$ cat src/rtl/fetch_pkg.sv
// Shared definitions for the instruction-fetch unit: parameter defaults and
// the resolved per-cycle command produced by the priority encoder.
package fetch_pkg;

    localparam int unsigned PC_W_DEF      = 8;
    localparam int unsigned TGT_W_DEF     = 3;
    localparam int unsigned TGT_SHIFT_DEF = 2;
    localparam int unsigned RAS_DEPTH_DEF = 4;

    // One command wins each cycle; listed in decreasing priority.
    typedef enum logic [2:0] {
        CMD_HOLD   = 3'd0,
        CMD_RET    = 3'd1,
        CMD_CALL   = 3'd2,
        CMD_JUMP   = 3'd3,
        CMD_BRANCH = 3'd4,
        CMD_SEQ    = 3'd5
    } cmd_e;

endpackage : fetch_pkg

$ cat src/rtl/ret_stack.sv
// Circular LIFO return-address stack.
// Ports:
//   clk, rst_n      - clock, async active-low reset (clears pointer and count)
//   push, push_data - write push_data on top; when full the oldest entry is overwritten
//   pop             - discard top entry; no-op when empty
//   top_data_c      - current top entry (combinational read of stored data)
//   count           - number of valid entries (registered)
//   full_c, empty_c - decoded from count
// push has priority if both are asserted; the caller never does that.
module ret_stack #(
    parameter int unsigned WIDTH = 8,
    parameter int unsigned DEPTH = 4
) (
    input  logic                           clk,
    input  logic                           rst_n,
    input  logic                           push,
    input  logic                           pop,
    input  logic [WIDTH-1:0]               push_data,
    output logic [WIDTH-1:0]               top_data_c,
    output logic [$clog2(DEPTH+1)-1:0]     count,
    output logic                           full_c,
    output logic                           empty_c
);

    localparam int unsigned CNT_W = $clog2(DEPTH + 1);
    localparam int unsigned PTR_W = (DEPTH > 1) ? $clog2(DEPTH) : 1;

    logic [WIDTH-1:0] mem [DEPTH];
    logic [PTR_W-1:0] wr_ptr;      // next slot to write; top entry is one below
    logic [PTR_W-1:0] top_idx_c;
    logic [PTR_W-1:0] nxt_ptr_c;

    // Pointer arithmetic modulo DEPTH (DEPTH need not be a power of two).
    always_comb begin
        top_idx_c = (wr_ptr == '0) ? PTR_W'(DEPTH - 1) : wr_ptr - PTR_W'(1);
        nxt_ptr_c = (wr_ptr == PTR_W'(DEPTH - 1)) ? '0 : wr_ptr + PTR_W'(1);
    end

    assign full_c     = (count == CNT_W'(DEPTH));
    assign empty_c    = (count == '0);
    assign top_data_c = mem[top_idx_c];

    // Pointer and occupancy; a full push wraps onto the oldest slot.
    always_ff @(posedge clk or negedge rst_n) begin
        if (!rst_n) begin
            wr_ptr <= '0;
            count  <= '0;
        end else if (push) begin
            wr_ptr <= nxt_ptr_c;
            if (!full_c) begin
                count <= count + CNT_W'(1);
            end
        end else if (pop && !empty_c) begin
            wr_ptr <= top_idx_c;
            count  <= count - CNT_W'(1);
        end
    end

    // Storage needs no reset; entries are only read while counted valid.
    always_ff @(posedge clk) begin
        if (push) begin
            mem[wr_ptr] <= push_data;
        end
    end

endmodule : ret_stack

$ cat src/rtl/fetch_unit.sv
// Instruction-fetch / program-counter unit with relative branch, absolute
// jump and a hardware return-address stack for call/return.
// Ports:
//   CLK, Init_n           - clock, async active-low reset
//   Stall                 - freeze PC, stack and flags for this cycle
//   Branch, Target        - PC += sign-extended Target << TGT_SHIFT
//   Jump, JumpAddr        - PC = JumpAddr
//   Call                  - push PC+1, PC = JumpAddr
//   Ret                   - pop into PC (PC+1 and underflow flag if empty)
//   PC                    - current fetch address (registered)
//   RasCount              - valid stack entries (registered)
//   RasOverflow/Underflow - sticky error flags, cleared only by reset
module fetch_unit
    import fetch_pkg::*;
#(
    parameter int unsigned     PC_W      = PC_W_DEF,
    parameter int unsigned     TGT_W     = TGT_W_DEF,
    parameter int unsigned     TGT_SHIFT = TGT_SHIFT_DEF,
    parameter int unsigned     RAS_DEPTH = RAS_DEPTH_DEF,
    parameter logic [PC_W-1:0] START_PC  = '0
) (
    input  logic                               CLK,
    input  logic                               Init_n,
    input  logic                               Stall,
    input  logic                               Branch,
    input  logic [TGT_W-1:0]                   Target,
    input  logic                               Jump,
    input  logic                               Call,
    input  logic                               Ret,
    input  logic [PC_W-1:0]                    JumpAddr,
    output logic [PC_W-1:0]                    PC,
    output logic [$clog2(RAS_DEPTH+1)-1:0]     RasCount,
    output logic                               RasOverflow,
    output logic                               RasUnderflow
);

    // Wide enough for both the sign extension and the final truncation.
    localparam int unsigned EXT_W = (PC_W > TGT_W) ? PC_W : TGT_W;

    cmd_e            cmd_c;
    logic [EXT_W-1:0] tgt_ext_c;
    logic [PC_W-1:0] offset_c;
    logic [PC_W-1:0] pc_inc_c;
    logic [PC_W-1:0] pc_nxt_c;
    logic [PC_W-1:0] ras_top_c;
    logic            ras_full_c;
    logic            ras_empty_c;
    logic            push_c;
    logic            pop_c;
    logic            ovf_set_c;
    logic            unf_set_c;

    assign tgt_ext_c = EXT_W'(signed'(Target));
    assign offset_c  = PC_W'(tgt_ext_c << TGT_SHIFT);
    assign pc_inc_c  = PC + PC_W'(1);

    // Fixed-priority command resolution.
    always_comb begin
        cmd_c = CMD_SEQ;
        if      (Stall)  cmd_c = CMD_HOLD;
        else if (Ret)    cmd_c = CMD_RET;
        else if (Call)   cmd_c = CMD_CALL;
        else if (Jump)   cmd_c = CMD_JUMP;
        else if (Branch) cmd_c = CMD_BRANCH;
    end

    // Next PC, stack control and flag set requests for the resolved command.
    always_comb begin
        pc_nxt_c  = PC;
        push_c    = 1'b0;
        pop_c     = 1'b0;
        ovf_set_c = 1'b0;
        unf_set_c = 1'b0;
        case (cmd_c)
            CMD_HOLD: ;
            CMD_RET: begin
                if (ras_empty_c) begin
                    pc_nxt_c  = pc_inc_c;
                    unf_set_c = 1'b1;
                end else begin
                    pc_nxt_c = ras_top_c;
                    pop_c    = 1'b1;
                end
            end
            CMD_CALL: begin
                pc_nxt_c  = JumpAddr;
                push_c    = 1'b1;
                ovf_set_c = ras_full_c;
            end
            CMD_JUMP:   pc_nxt_c = JumpAddr;
            CMD_BRANCH: pc_nxt_c = PC + offset_c;
            CMD_SEQ:    pc_nxt_c = pc_inc_c;
            default:    pc_nxt_c = pc_inc_c;
        endcase
    end

    // PC and sticky flags.
    always_ff @(posedge CLK or negedge Init_n) begin
        if (!Init_n) begin
            PC           <= START_PC;
            RasOverflow  <= 1'b0;
            RasUnderflow <= 1'b0;
        end else begin
            PC           <= pc_nxt_c;
            RasOverflow  <= RasOverflow  | ovf_set_c;
            RasUnderflow <= RasUnderflow | unf_set_c;
        end
    end

    ret_stack #(
        .WIDTH (PC_W),
        .DEPTH (RAS_DEPTH)
    ) u_ret_stack (
        .clk        (CLK),
        .rst_n      (Init_n),
        .push       (push_c),
        .pop        (pop_c),
        .push_data  (pc_inc_c),
        .top_data_c (ras_top_c),
        .count      (RasCount),
        .full_c     (ras_full_c),
        .empty_c    (ras_empty_c)
    );

endmodule : fetch_unit
$ cat config.mk
export PLATFORM = sky130hd
export DESIGN_NAME = fetch_unit
export DESIGN_NICKNAME = d
export VERILOG_FILES = /design/src/rtl/fetch_pkg.sv /design/src/rtl/ret_stack.sv /design/src/rtl/fetch_unit.sv
export SDC_FILE = /design/constraint.sdc
export NUM_CORES = 1
export LEC_CHECK = 0
export CORE_MARGIN = 10
export CORE_UTILIZATION = 25
export CTS_CLUSTER_DIAMETER = 50
export DETAILED_ROUTE_END_ITERATION = 8
export GPL_TIMING_DRIVEN = 1
export HOLD_SLACK_MARGIN = 0.12
export PLACE_DENSITY = 0.54
export SYNTH_ARGS = -nofsm -noshare
export SYNTH_HDL_FRONTEND = slang
export SYNTH_HIERARCHICAL = 1
export SYNTH_SLANG_ARGS = --single-unit
$ cat constraint.sdc
create_clock -name CLK -period 3.91 [get_ports CLK]
set_clock_uncertainty 0.15 [all_clocks]
set_input_delay 0.391 -clock CLK [delete_from_list [all_inputs] [get_ports CLK]]
set_output_delay 0.391 -clock CLK [all_outputs]
set_load 0.005 [all_outputs]
* Word level (Yosys, flattened, before mapping)
Memory sizes are Yosys's and may differ from the RTL's. Index checks and enable logic that the tools add are counted.
Word-level totals: register bits 15, latch bits 0, RAM bits 32, memory bits (read-only) 0, input bits 18, output and inout port bits 13, logic and storage cells 51, memories 1
Cells by class: add/subtract/negate cells 6, multiply operators 0, div/mod/pow operators 0, order comparisons 0, eq/ne operators 7, shift-type cells 0, multiplexer cells 22, bitwise gates (word level) 2, reductions and logical operators 8
Memories:
- u_ret_stack.mem | words 4, bits a word 8, read ports 1, clocked after memory_dff 0, wr ports 1, line ret_stack.sv:28 | logic [WIDTH-1:0] mem [DEPTH];
Operators by type and width (count):
- case mux 8 bit (4 select lines) | 1
- 2-to-1 mux 3 bit | 7
- 2-to-1 mux 1 bit | 9
- adder 8 x 1 -> 8 bit, second input constant | 1
- adder 8 bit | 1
- 2-to-1 mux 2 bit | 4
- 2-to-1 mux 8 bit | 1
- equality test 3 x 2 -> 1 bit, second input constant | 2
- equality test 3 bit, second input constant | 2
- logical NOT 3 bit | 2
- adder 3 x 1 -> 3 bit, second input constant | 1
- equality test 3 x 1 -> 1 bit, second input constant | 1
- subtractor 3 x 1 -> 3 bit, second input constant | 1
- adder 2 x 1 -> 2 bit, second input constant | 1
- equality test 2 bit, second input constant | 1
- logical NOT 2 bit | 1
- != test 2 bit, second input constant | 1
- OR 1 bit | 2
- AND reduction 2 bit | 1
- nonzero test 2 bit | 1
- OR reduction 2 bit | 1
- subtractor 2 x 1 -> 2 bit, second input constant | 1
- logical AND 1 bit | 1
- logical NOT 1 bit | 1

* Longest topological paths before layout
depth after elaboration 10, depth in mapped cells 9, gate-level depth less buffers 8

* Cells and area by module
Netlist, hierarchy kept.
Modules (own cells, without submodules):
- ret_stack | instances 1, cells each 93, area each 1606.5 um2, sequential area each 1086.0 um2
- fetch_unit | instances 1, cells each 107, area each 933.4 um2, sequential area each 250.2 um2

* Least setup slack after synthesis
No wires, ideal clock.
path type reg-to-reg, start register u_ret_stack.wr_ptr[0], end register PC[7], setup time 0.132 ns, arrival time 2.173 ns, data required time 3.628 ns, path slack 1.455 ns, stages on the path, launching flop included 9, path buffers 1, clock period less this slack 2.455 ns, cell sequence dfrtp_1 > inv_1 > ha_1 > nor2b_4 > buf_6 > mux4_2 > a221o_1 > o31ai_1 > a22oi_1
On the way: longest elaborated chain between the ends 5, elaborated cells between the ends (all ways) 6, classes of those cells add/sub (1); mux (3); reduce/logical (1); memory (1)
RTL lines:
- start, declared | line ret_stack.sv:29 | logic [PTR_W-1:0] wr_ptr;
- start signal, assigned | line ret_stack.sv:49 | wr_ptr <= nxt_ptr_c;
- start signal, assigned | line ret_stack.sv:54 | wr_ptr <= top_idx_c;
- subtractor 2 x 1 -> 2 bit or logical NOT 2 bit (tied branches) | line ret_stack.sv:35 | top_idx_c = (wr_ptr == '0) ? PTR_W'(DEPTH - 1) : wr_ptr - PTR_W'(1);
- 2-to-1 mux 2 bit (*) | line ret_stack.sv:35
- memory (4 x 8 bit) (*)
- named net ras_top_c[7] | line fetch_unit.sv:45 | logic [PC_W-1:0] ras_top_c;
- 2-to-1 mux 8 bit (*) | line fetch_unit.sv:77 | if (ras_empty_c) begin
- case mux 8 bit (4 select lines) (*) | line fetch_unit.sv:74 | case (cmd_c)
- end signal, assigned | line fetch_unit.sv:104 | PC <= pc_nxt_c;
- end, declared | line fetch_unit.sv:31 | output logic [PC_W-1:0] PC,
Mark *: on every way through the listed nets, which the timed path passes. The rest lies on a longest branch. A chain may end at the register's enable or synchronous reset.

* Worst setup path in the final report
start input Stall, end register u_ret_stack.count[2]
On the way: elaborated cells between the ends (all ways) 10, classes of those cells eq/ne (3); mux (4); reduce/logical (3)
RTL lines:
- start, declared | line fetch_unit.sv:24 | input logic Stall,
- 2-to-1 mux 3 bit (*) | line fetch_unit.sv:60 | if (Stall) cmd_c = CMD_HOLD;
- equality test 3 x 2 -> 1 bit (*) | line fetch_unit.sv:74
- 2-to-1 mux 1 bit (*) | line fetch_unit.sv:74
- named net push_c | line fetch_unit.sv:48 | logic push_c;
- != test 2 bit (no source line) or nonzero test 2 bit (tied branches)
- AND reduction 2 bit (no source line)
- end signal, assigned | line ret_stack.sv:51 | count <= count + CNT_W'(1);
- end signal, assigned | line ret_stack.sv:55 | count <= count - CNT_W'(1);
- end, declared | line ret_stack.sv:20 | output logic [$clog2(DEPTH+1)-1:0] count,
Marks and branches as above.

==> results.json <==
{
  "status": "complete, no violations",
  "final_util_pct": 31.4,
  "stdcell_area_um2": 3090,
  "rsz0062_at_grt": "no",
  "ioPinCount": 31,
  "path_max_fanout": 15,
  "dp_hpwl_mm": 4.40,
  "syn_avg_cell_area_um2": 12.7,
  "yosysWarnings": 6,
  "postCtsSetupRepairBufs": 0,
  "dpl.cell_count": 359,
  "critPathSlowestCell": "mux4_2",
  "holdBufCountCts": 0,
  "dp_slack_ps": 717,
  "nNetsFinal": 264,
  "cts.htree.levels": 2,
  "max_cap_violations": 0,
  "worstPathCellList": "clkdlybuf4s50_1 -> buf_4 -> nor2_1 -> and2_1 -> inv_1 -> fa_1 -> nand2b_1 -> mux4_2",
  "drc": 0,
  "drive_gt1_share_pct": 10.7,
  "ys.flop_type": "edfxtp_1",
  "ys_types": 50,
  "grt_max_degree": 16,
  "hold_violations": 0,
  "stdcell_count": 367,
  "endpoint_kind": "flip-flop",
  "dieHeight_um": 121,
  "syn_inst": 200,
  "portBuffers": 30,
  "clkSinkCount": 47,
  "cts_tree": "built",
  "cts_inserted_buffers": 5,
  "antenna_found_initial": 0,
  "whs_ps": 323,
  "syn_area_um2": 2540,
  "viasPerCell": 4.64,
  "slowest_delay_ps": 490,
  "fmaxAchievable_mhz": 350,
  "path_buf_inv": 3,
  "num_rows": 36,
  "initial_core_util_pct": 25.9,
  "synth_top_area_cell": "edfxtp_1",
  "grt_use_total_pct": 8.25,
  "final.setup.worst_slack_ps": 1050,
  "synth.ff_latch_count": 47,
  "synth.area.top_cells": "edfxtp_1, dfrtp_1, mux4_2",
  "die_w_um": 121,
  "grt_pass1_vias": 1804,
  "power_mw": 2.13,
  "insertedDiodeCount": 0,
  "syn_nets": 231,
  "dieArea_um2": 14600,
  "post-route-period-util_pct": 73.0,
  "synth_top_area_share_pct": 37.8,
  "antenna_left": 0,
  "coreArea_um2": 9820,
  "cts_buffer_depth": 2,
  "synth_edf_count": 32,
  "insertion_delay_ps": 290,
  "vias": 1703,
  "first_iter_violations": 108,
  "grt-busiest-layer": "met2",
  "ir_drop_uv": 193,
  "critPathTopFamily": "buffers and inverters",
  "met1_usage_pct": 10.7,
  "drt-total-wl_mm": 5.82,
  "most-common-layout-cells": "edfxtp_1, clkdlybuf4s50_1, dfrtp_1, nor2_1, inv_1",
  "layout_commonest_cell": "edfxtp_1",
  "worst_pin_slew_ps": 869,
  "gr-usage-met2_pct": 13.4,
  "routedWlPerCell_um": 15.9,
  "critPathKind": "input port to flip-flop",
  "area_delta_synth_final_pct": 21.6,
  "cp.required_ps": 3930,
  "slew_headroom_pct": 41.6,
  "report.final.slew_viol_count": 0,
  "ys_seq_area_share_pct": 52.6,
  "clkTransAtPathRegs_ps": 80,
  "drtPass1Iterations": 4,
  "cts-root-buf": "clkbuf_8",
  "setup_viol": 0,
  "fin_crit_ps": 2860,
  "use_met3_pct": 2.19,
  "arrival_ps": 2880,
  "grt_pass1_wl_mm": 9.69,
  "finalWeightedCongestion": 0.809,
  "crit_path_start_kind": "input port",
  "post_cts_resized": 0,
  "dpl_cell_area_um2": 2980,
  "min_path_type": "flip-flop to flip-flop",
  "grt.overflow.total": 0,
  "p_per_area_nw_per_um2": 690,
  "cellLeakagePower_nw": 1.11,
  "async_reset_ff_share_pct": 31.9,
  "fin_setup_tns_ps": 0
}
[cell usage after synthesis (2+ instances only)]
| master | number |
|---|---|
| a221oi_1 | 5 |
| a2bb2oi_1 | 2 |
| edfxtp_1 | 32 |
| a21o_1 | 3 |
| and2b_2 | 2 |
| and2_1 | 6 |
| mux2i_1 | 3 |
| a22oi_1 | 2 |
| o21ai_0 | 8 |
| nor2b_1 | 2 |
| a21oi_1 | 9 |
| buf_6 | 2 |
| nor2_1 | 15 |
| nor3_1 | 2 |
| nand3_1 | 6 |
| ha_1 | 11 |
| inv_1 | 14 |
| a222oi_1 | 2 |
| xnor2_1 | 5 |
| or3_1 | 2 |
| fa_1 | 2 |
| a211oi_1 | 5 |
| a31oi_1 | 2 |
| nand2b_1 | 2 |
| a221o_1 | 2 |
| nand2_1 | 6 |
| o31ai_1 | 2 |
| dfrtp_1 | 15 |
| a32oi_1 | 2 |
| and3_1 | 2 |
| mux4_2 | 7 |
| xor2_1 | 2 |
[flip-flops by register name, indices dropped and copies added, names as in the netlist]
signal              cells
u_ret_stack/mem        32
RasOverflow             1
PC                      8
u_ret_stack/count       3
u_ret_stack/wr_ptr      2
RasUnderflow            1
[final cells by class]
class	count	area, um^2
clock buffer	6	72.6
clock inverter	2	37.5
fill	1028	6730
inverter	14	52.6
multi-input combinational	134	1110
sequential	47	1340
tap	133	166
timing repair buffer	31	308
[report_power, final]
| part | switching [mW] | leakage (nW) | internal (mW) | total, mW |
|---|---|---|---|---|
| registers | 0.143 | 0.457 | 0.697 | 0.840 |
| logic | 0.469 | 0.601 | 0.468 | 0.938 |
| clock network | 0.161 | 0.0514 | 0.191 | 0.352 |
[layer usage]
metal / share of wire [%] / up-vias
li1: - / 838
met1: 47 / 827
met2: 47 / 33
met3: 5.1 / 5
met4: 0.53 / 0
met5: 0 / -
[cells by family after synthesis]
kind of cell,after synthesis,synth area share [%]
xor gates and xnor gates,7,2.41
and+or+nand+nor,50,11.0
DFF,47,52.6
muxes,10,7.39
AOI/OAI and AO/OA,54,16.1
adders and majority gates,13,7.00
buffers and inverters,19,3.50
[final timing paths]
kind	depth (start not counted)	to	slack, ps	start
max	8	u_ret_stack/count[2]$_DFFE_PN0P_	1050	Stall
min	1	RasOverflow$_DFF_PN0_	320	RasOverflow$_DFF_PN0_
max reg2reg	7	PC[7]$_DFFE_PN0P_	1130	u_ret_stack/wr_ptr[0]$_DFFE_PN0P_
min reg2reg	1	RasOverflow$_DFF_PN0_	320	RasOverflow$_DFF_PN0_
max in group asynchronous	1	u_ret_stack/count[2]$_DFFE_PN0P_	2750	Init_n
min in group asynchronous	1	PC[3]$_DFFE_PN0P_	380	Init_n
No activity file was read; power rests on OpenSTA's default activity.
